--- src/rtl/mac_pkg.sv ---
// rtl/mac_pkg.sv - shared FSM state type and saturation bound helpers for mac_vec
package mac_pkg;

  typedef enum logic [1:0] {
    S_IDLE,
    S_ACCUM,
    S_FLUSH,
    S_HOLD
  } state_t;

  // Bounds are built in 64 bits and truncated by the caller to the accumulator width.
  function automatic logic [63:0] sat_max(input int width, input bit sgn);
    if (sgn) return (64'd1 << (width - 1)) - 64'd1;
    else if (width >= 64) return '1;
    else return (64'd1 << width) - 64'd1;
  endfunction

  function automatic logic [63:0] sat_min(input int width, input bit sgn);
    if (sgn) return ~((64'd1 << (width - 1)) - 64'd1);
    else return '0;
  endfunction

endpackage

--- src/rtl/mac_lane.sv ---
// rtl/mac_lane.sv - one MAC lane: registered product, saturating accumulator, sticky ovf
module mac_lane
  import mac_pkg::*;
#(
  parameter int DATA_WIDTH  = 8,
  parameter int ACC_WIDTH   = 24,
  parameter int SIGNED_MODE = 0
) (
  input  logic                  clk,
  input  logic                  rst,
  input  logic                  clr,
  input  logic                  load,
  input  logic [DATA_WIDTH-1:0] a,
  input  logic [DATA_WIDTH-1:0] b,
  output logic [ACC_WIDTH-1:0]  acc,
  output logic                  ovf
);

  localparam int PW = 2 * DATA_WIDTH;
  localparam logic [ACC_WIDTH-1:0] ACC_MAX = ACC_WIDTH'(sat_max(ACC_WIDTH, SIGNED_MODE != 0));

  logic [PW-1:0]        prod;
  logic                 prod_vld;
  logic [PW-1:0]        mult;
  logic [ACC_WIDTH-1:0] ext;
  logic [ACC_WIDTH:0]   sum;
  logic                 sat_hit;
  logic [ACC_WIDTH-1:0] sat_val;

  generate
    if (SIGNED_MODE != 0) begin : g_signed
      localparam logic [ACC_WIDTH-1:0] ACC_MIN = ACC_WIDTH'(sat_min(ACC_WIDTH, 1'b1));
      // Low PW bits of the product of sign-extended operands equal the signed product.
      assign mult    = {{DATA_WIDTH{a[DATA_WIDTH-1]}}, a} * {{DATA_WIDTH{b[DATA_WIDTH-1]}}, b};
      assign ext     = ACC_WIDTH'($signed(prod));
      assign sum     = {acc[ACC_WIDTH-1], acc} + {ext[ACC_WIDTH-1], ext};
      assign sat_hit = sum[ACC_WIDTH] ^ sum[ACC_WIDTH-1];
      assign sat_val = sum[ACC_WIDTH] ? ACC_MIN : ACC_MAX;
    end else begin : g_unsigned
      assign mult    = {{DATA_WIDTH{1'b0}}, a} * {{DATA_WIDTH{1'b0}}, b};
      assign ext     = ACC_WIDTH'(prod);
      assign sum     = {1'b0, acc} + {1'b0, ext};
      assign sat_hit = sum[ACC_WIDTH];
      assign sat_val = ACC_MAX;
    end
  endgenerate

  always_ff @(posedge clk or posedge rst) begin
    if (rst) begin
      prod     <= '0;
      prod_vld <= 1'b0;
      acc      <= '0;
      ovf      <= 1'b0;
    end else if (clr) begin
      prod     <= '0;
      prod_vld <= 1'b0;
      acc      <= '0;
      ovf      <= 1'b0;
    end else begin
      prod_vld <= load;
      if (load) prod <= mult;
      if (prod_vld) begin
        if (sat_hit) begin
          acc <= sat_val;
          ovf <= 1'b1;
        end else begin
          acc <= sum[ACC_WIDTH-1:0];
        end
      end
    end
  end

endmodule

--- src/rtl/mac_vec.sv ---
// rtl/mac_vec.sv - vector MAC: beat counter, result handshake FSM, LANES parallel lanes
module mac_vec
  import mac_pkg::*;
#(
  parameter int DATA_WIDTH  = 8,
  parameter int LANES       = 4,
  parameter int VEC_LEN     = 8,
  parameter int ACC_WIDTH   = DATA_WIDTH * 3,
  parameter int SIGNED_MODE = 0
) (
  input  logic                        clk,
  input  logic                        rst,
  input  logic                        clr,
  input  logic                        in_valid,
  output logic                        in_ready,
  input  logic [LANES*DATA_WIDTH-1:0] ain,
  input  logic [LANES*DATA_WIDTH-1:0] bin,
  output logic                        out_valid,
  input  logic                        out_ready,
  output logic [LANES*ACC_WIDTH-1:0]  cout,
  output logic [LANES-1:0]            ovf
);

  localparam int CW = (VEC_LEN > 1) ? $clog2(VEC_LEN) : 1;
  localparam logic [CW-1:0] LAST = CW'(VEC_LEN - 1);

  state_t        state;
  logic [CW-1:0] cnt;
  logic          accept;
  logic          hs;
  logic          lane_clr;

  assign in_ready  = (state == S_IDLE) || (state == S_ACCUM);
  assign out_valid = (state == S_HOLD);
  assign accept    = in_valid && in_ready && !clr;
  assign hs        = (state == S_HOLD) && out_ready;
  // A completed handshake empties the lanes so the next vector starts from zero.
  assign lane_clr  = clr || hs;

  always_ff @(posedge clk or posedge rst) begin
    if (rst) begin
      state <= S_IDLE;
      cnt   <= '0;
    end else if (clr) begin
      state <= S_IDLE;
      cnt   <= '0;
    end else begin
      case (state)
        S_IDLE, S_ACCUM: begin
          if (accept) begin
            if (cnt == LAST) begin
              cnt   <= '0;
              state <= S_FLUSH;
            end else begin
              cnt   <= CW'(cnt + 1'b1);
              state <= S_ACCUM;
            end
          end
        end
        S_FLUSH: state <= S_HOLD;
        S_HOLD:  if (out_ready) state <= S_IDLE;
        default: state <= S_IDLE;
      endcase
    end
  end

  generate
    for (genvar i = 0; i < LANES; i++) begin : g_lane
      mac_lane #(
        .DATA_WIDTH (DATA_WIDTH),
        .ACC_WIDTH  (ACC_WIDTH),
        .SIGNED_MODE(SIGNED_MODE)
      ) u_lane (
        .clk (clk),
        .rst (rst),
        .clr (lane_clr),
        .load(accept),
        .a   (ain[i*DATA_WIDTH +: DATA_WIDTH]),
        .b   (bin[i*DATA_WIDTH +: DATA_WIDTH]),
        .acc (cout[i*ACC_WIDTH +: ACC_WIDTH]),
        .ovf (ovf[i])
      );
    end
  endgenerate

endmodule

--- config.mk ---
export PLATFORM = sky130hd
export DESIGN_NAME = mac_vec
export DESIGN_NICKNAME = d
export VERILOG_FILES = /design/src/rtl/mac_pkg.sv /design/src/rtl/mac_lane.sv /design/src/rtl/mac_vec.sv
export SDC_FILE = /design/constraint.sdc
export NUM_CORES = 1
export LEC_CHECK = 0
export CAP_MARGIN = 15
export CELL_PAD_IN_SITES_DETAIL_PLACEMENT = 1
export CELL_PAD_IN_SITES_GLOBAL_PLACEMENT = 2
export CORE_ASPECT_RATIO = 1.25
export CORE_MARGIN = 3
export CORE_UTILIZATION = 34
export CTS_BUF_LIST = sky130_fd_sc_hd__clkbuf_4 sky130_fd_sc_hd__clkbuf_8
export CTS_CLUSTER_DIAMETER = 100
export DETAILED_ROUTE_END_ITERATION = 10
export PLACE_DENSITY = 0.75
export RECOVER_POWER = 25
export SLEW_MARGIN = 0
export SYNTH_ARGS = -nofsm -noshare
export SYNTH_HDL_FRONTEND = slang
export SYNTH_SLANG_ARGS = --single-unit
--- constraint.sdc ---
create_clock -name clk -period 5.5 [get_ports clk]
set_input_delay 0.825 -clock clk [delete_from_list [all_inputs] [get_ports clk]]
set_output_delay 0.825 -clock clk [all_outputs]
set_load 0.1 [all_outputs]
Word-level counts from Yosys, hierarchy flattened:

Index checks and enable logic that the tools add are counted.

* flip-flop bits (word level): 170
* input bits: 69

* mux-type cells: 42
* reduce and logical (&&, ||, !) cells: 22
* equal/unequal tests: 6
* $mul: 4
* add/subtract/negate cells: 5

Operator list (count)
* two-way mux 24 bit: 12
* two-way mux 16 bit: 8
* adder 24 x 16 -> 25 bit: 4
* multiplier 8 x 8 -> 16 bit: 4
* nonzero test 2 bit: 8
* two-way mux 1 bit: 13
* two-way mux 3 bit: 4
* AND reduction 2 bit: 6
* two-way mux 2 bit: 4
* inequality test 3 x 2 -> 1 bit (second input constant): 2
* one-hot mux 2 bit (3 select lines): 1
* equality test 2 bit (second input constant): 2
* adder 3 x 1 -> 3 bit (second input constant): 1
* equality test 3 bit (second input constant): 1
* logical AND 1 bit: 3
* equality test 2 x 1 -> 1 bit (second input constant): 1
* zero test 2 bit: 1
* logical OR 1 bit: 2
* OR reduction 2 bit: 1
* zero test 1 bit: 1

Logic depth before layout (Yosys ltp):

* depth after elaboration: 7
* depth in mapped cells: 16
* depth with buffers taken out: 16

Modules after synthesis:

From an unflattened synthesis, not the netlist that was laid out.

* cells, all modules: 2118
* area, all modules: 19239.7 µm²

By module, submodules not included
* mac_lane (g_lane[2].u_lane ...): sequential area each 1051.0 µm², cells an instance 499, area an instance 4620.7 µm², instances 2
* mac_lane (g_lane[1].u_lane): sequential area each 1051.0 µm², cells an instance 549, area an instance 4898.4 µm², instances 1
* mac_lane (g_lane[0].u_lane): sequential area each 1051.0 µm², cells an instance 544, area an instance 4839.6 µm², instances 1
* mac_vec: sequential area each 125.1 µm², cells an instance 27, area an instance 260.2 µm², instances 1

Worst setup path after synthesis:

Ideal clock, no wire load.

* kind: input port to flip-flop
* start: input ain[1]
* end: register g_lane[0].u_lane.prod[15]
* path buffers: 0
* data arrival time: 4368 ps
* slack: 998 ps
* library setup time: 133 ps
* cell stages on the path: 15
* path through: and2_1 > fa_1 > fa_1 > inv_1 > fa_1 > fa_1 > inv_1 > ha_1 > a21o_1 > a21oi_1 > o21ai_0 > a41oi_1 > a21oi_1 > xnor2_1 > o21ai_0

* longest elaborated chain between the ends: 3

Ends and longest elaborated chain
* from (decl): line mac_vec.sv:16 `input logic [LANES*DATA_WIDTH-1:0] ain,`
* multiplier 8 x 8 -> 16 bit: line mac_lane.sv:40 `assign mult = {{DATA_WIDTH{1'b0}}, a} * {{DATA_WIDTH{1'b0}}, b};`
* two-way mux 16 bit: line mac_lane.sv:61 `if (load) prod <= mult;`
* two-way mux 16 bit: line mac_lane.sv:54 `end else if (clr) begin`
* to (signal assigned): line mac_lane.sv:61
* to (decl): line mac_lane.sv:22 `logic [PW-1:0] prod;`

No other way between the ends. The select of a mux whose other input is x is not followed.
A chain may end at the register's enable or synchronous reset.

Final worst setup path:

Same ends and word-level chain as after synthesis.

==> impl_metrics.tcl <==
set metrics [dict create \
    hold_path_class "flop to flop" \
    crit_required_ns 5.85 \
    grt_max_degree 88 \
    drtPass1Iterations 5 \
    drv_cap 1 \
    pwr-share-clk_pct 15.9 \
    powerDensity_mw_per_mm2 275.2 \
    end_kind "flop" \
    pwr-share-seq_pct 27.0 \
    p_sw_share_pct 45.75 \
    drtIter0Drc 430 \
    vias 14640 \
    final_nets 2584 \
    ant_nets 0 \
    numCtsBuffers 17 \
    power_switching_uw 2642 \
    slowest_stage "clkdlybuf4s50_1" \
    vdd_drop_max_uv 126.5 \
    grt_antenna_before_repair 1 \
    power_frac_comb_pct 57.1 \
    critical_path.max_fanout 8 \
    io_pins 171 \
    worst_slew_pin_slew_ns 3.517 \
    ys_warn_count 0 \
    core_area_mm2 0.05269 \
    ys.flop_type "dfrtp_1" \
    wl_per_cell_um 17.59 \
    cts_root_buf "clkbuf_8" \
    clockBufferDepth 2 \
    hold_buffers 0 \
    insertion_delay_ns 0.50 \
    pre_cts_ws_ns -0.02002 \
    rsz0062_at_grt "no" \
    cts_tree "done" \
    status "finished with violations" \
    crit_top_cell "fa_1" \
    finalMaxSlewViolations 88 \
    grt_usage_pct 18.23 \
    grt_overflow 0 \
    cts_setup_buffers 0 \
    yosys_register_bits 170 \
    start_kind "input port" \
    synth_nets 2437 \
    grt_pass1_wl_um 83680 \
    fin_crit_ns 4.949 \
    slowest_delay_ns 0.55 \
    synth_edf_count 0 \
    setup_violations 0 \
    p_leak_uw 0.01004 \
    via_per_inst 5.148 \
    fmax_mhz 202.1 \
    power_uw 5775 \
    utilization_pct 39.83 \
    postCtsResizedCells 0 \
    io_buffers 170 \
    cts.sinks 170 \
    synth-seq-area-share_pct 23.42 \
    yosysTopAreaCell "dfrtp_1" \
    fp.dieW_um 212.7 \
    drc 0 \
    setup_tns_ns 0 \
    arrival_ns 5.30 \
    dp_hpwl_um 40030 \
    synth_top_area_share_pct 23.42 \
    final_hold_viol_count 0 \
    relSlewSlack_pct -134.5 \
    rows 94 \
    n_fill_cell 6133 \
    place.gp.congestion 0.8357 \
    holdWs_ns 0.4861 \
    synthTopCellsByArea "dfrtp_1 (23%), fa_1 (16%), ha_1 (14%)" \
    clk_pin_slew_ns 0.10 \
    intPower_uw 3133 \
    die_y_um 264.4 \
    synth_cell_types 70 \
    start_util_pct 34.47 \
    path_cells "clkdlybuf4s50_1 > and2_1 > fa_1 > fa_1 > inv_1 > fa_1 > fa_1 > inv_1 > ha_1 > a21o_1 > a21oi_1 > o21ai_0 > a41oi_1 > a21oi_1 > xnor2_1 > o21ai_0" \
    setup_ws_ns 0.5514 \
    syn-instance-count 2010 \
    layout-drive-gt1-share_pct 3.318 \
    die_area_mm2 0.05624 \
    area_growth_pct 15.55 \
    htree_levels 4 \
    skew_ns 0.01443 \
    async_reset_ff_share_pct 100.0 \
    avgSynthCellArea_um2 9.035 \
    crit_type "input port to flop" \
    grt_pass1_vias 16120 \
    violations "capacitance limit, slew limit" \
    period_share_pct 89.98 \
    synthesis.area_mm2 0.01816 \
    drt-total-wl_um 50020 \
]
## kinds of logic (layout without fill, tap and decap cells)
logic type                 count (synthesis)  in the layout  share of synthesized area (%)
DFF                                      170            170                          23.42
other                                      0              1                              0
buffers and inverters                    287            447                          6.090
adders and majority gates                358            358                          30.78
AOI/OAI and AO/OA                        423            423                          14.72
and+or+nand+nor                          631            631                          17.95
muxes                                     34             34                          1.874
xor gates and xnor gates                 107            107                          5.160
## power by group through the flow
stage	combinational (uW)	clock [uW]	sequential (uW)
after floorplan	2280	0	1830
after global placement	3260	0	1580
after detailed placement	3330	0	1590
after CTS	3360	956	1560
after global routing	3810	1000	1580
final	3300	920	1560
## sequential cells by signal, summed over array words and instances, names as in the netlist
signal and count:
cnt 3, g_lane.u_lane.acc 96, g_lane.u_lane.ovf 4, g_lane.u_lane.prod 64, g_lane.u_lane.prod_vld 1, state 2
## Yosys cell counts, drive strengths merged, types with 2 or more instances
| cell | instances |
|---|---|
| a2111oi | 6 |
| a211o | 3 |
| a211oi | 19 |
| a21boi | 3 |
| a21o | 36 |
| a21oi | 93 |
| a22oi | 2 |
| a311o | 4 |
| a311oi | 3 |
| a31o | 2 |
| a31oi | 14 |
| a41o | 3 |
| a41oi | 10 |
| and2 | 207 |
| and2b | 2 |
| and3 | 16 |
| and3b | 2 |
| buf | 19 |
| clkbuf | 37 |
| dfrtp | 170 |
| fa | 148 |
| ha | 210 |
| inv | 230 |
| mux2i | 34 |
| nand2 | 156 |
| nand2b | 12 |
| nand3 | 95 |
| nand4 | 8 |
| nor2 | 61 |
| nor2b | 12 |
| nor3 | 36 |
| o2111ai | 3 |
| o211ai | 7 |
| o21a | 16 |
| o21ai | 173 |
| o21bai | 9 |
| o221ai | 2 |
| o31a | 2 |
| o31ai | 6 |
| or2 | 7 |
| or3 | 11 |
| xnor2 | 76 |
| xor2 | 31 |
## area by class of cell
| type | instances | area, um2 | share of cell area, % |
|---|---|---|---|
| Inverter | 231 | 867.1 | 4.132 |
| Multi-Input combinational cell | 1553 | 12820 | 61.08 |
| Timing Repair Buffer | 184 | 1804 | 8.598 |
| Tap cell | 672 | 840.8 | 4.007 |
| Antenna cell | 1 | 2.502 | 0.01192 |
| Sequential cell | 170 | 4258 | 20.29 |
| Clock buffer | 17 | 234.0 | 1.115 |
| Clock inverter | 15 | 160.2 | 0.7632 |
## worst max-delay path: cells and delay by family
family                   cells  cell delay, ns
XOR/XNOR                     1            0.16
AO/OA/AOI/OAI                6            1.07
adder cells (fa/ha/maj)      5            2.34
AND/OR/NAND/NOR              1            0.25
buffers and inverters        3            0.65
## path summary, 6_finish.rpt
| kind | depth (start not counted) | from | slack, ns | endpoint |
|---|---|---|---|---|
| hold reg to reg | 2 | g_lane[0].u_lane.ovf$_DFFE_PP0P_ | 0.49 | g_lane[0].u_lane.ovf$_DFFE_PP0P_ |
| min in group asynchronous | 2 | rst | 1.93 | g_lane[1].u_lane.ovf$_DFFE_PP0P_ |
| setup / recovery | 16 | ain[1] | 0.55 | g_lane[0].u_lane.prod[15]$_DFFE_PP0P_ |
| hold / removal | 2 | g_lane[0].u_lane.ovf$_DFFE_PP0P_ | 0.49 | g_lane[0].u_lane.ovf$_DFFE_PP0P_ |
| max in group asynchronous | 2 | rst | 1.12 | g_lane[0].u_lane.prod_vld$_DFF_PP0_ |
| setup reg to reg | 11 | g_lane[3].u_lane.acc[0]$_DFFE_PP0P_ | 1.86 | g_lane[3].u_lane.acc[3]$_DFFE_PP0P_ |
## metrics by stage
| step | std cells | instance area (um2) |
|---|---|---|
| floorplan | 2010 | 18160 |
| global placement | 2810 | 20610 |
| detailed placement | 2810 | 20610 |
| CTS | 2842 | 21000 |
| global route | 2843 | 20990 |
| finish | 2843 | 20990 |
## routing by layer
metal / track usage (%) / share of wire (%) / vias up
li1: - / - / 7080
met4: 4.605 / 1.9 / 0
met5: 0 / 0 / -
met3: 3.504 / 3.9 / 47
met2: 32.30 / 49 / 166
met1: 22.75 / 45 / 7342
## cells in the final DEF, fill, tap and decap left out, types with 31 or more instances in the layout
master / instances
inv_1: 229
xnor2_1: 76
nand3_1: 95
nor2_1: 61
nand2_1: 156
mux2i_1: 34
a21oi_1: 92
o21ai_0: 154
fa_1: 148
and2_1: 206
dfrtp_1: 169
nor3_1: 36
clkdlybuf4s50_1: 168
xor2_1: 31
ha_1: 210
a21o_1: 36
(Power assumes the default switching activity.)
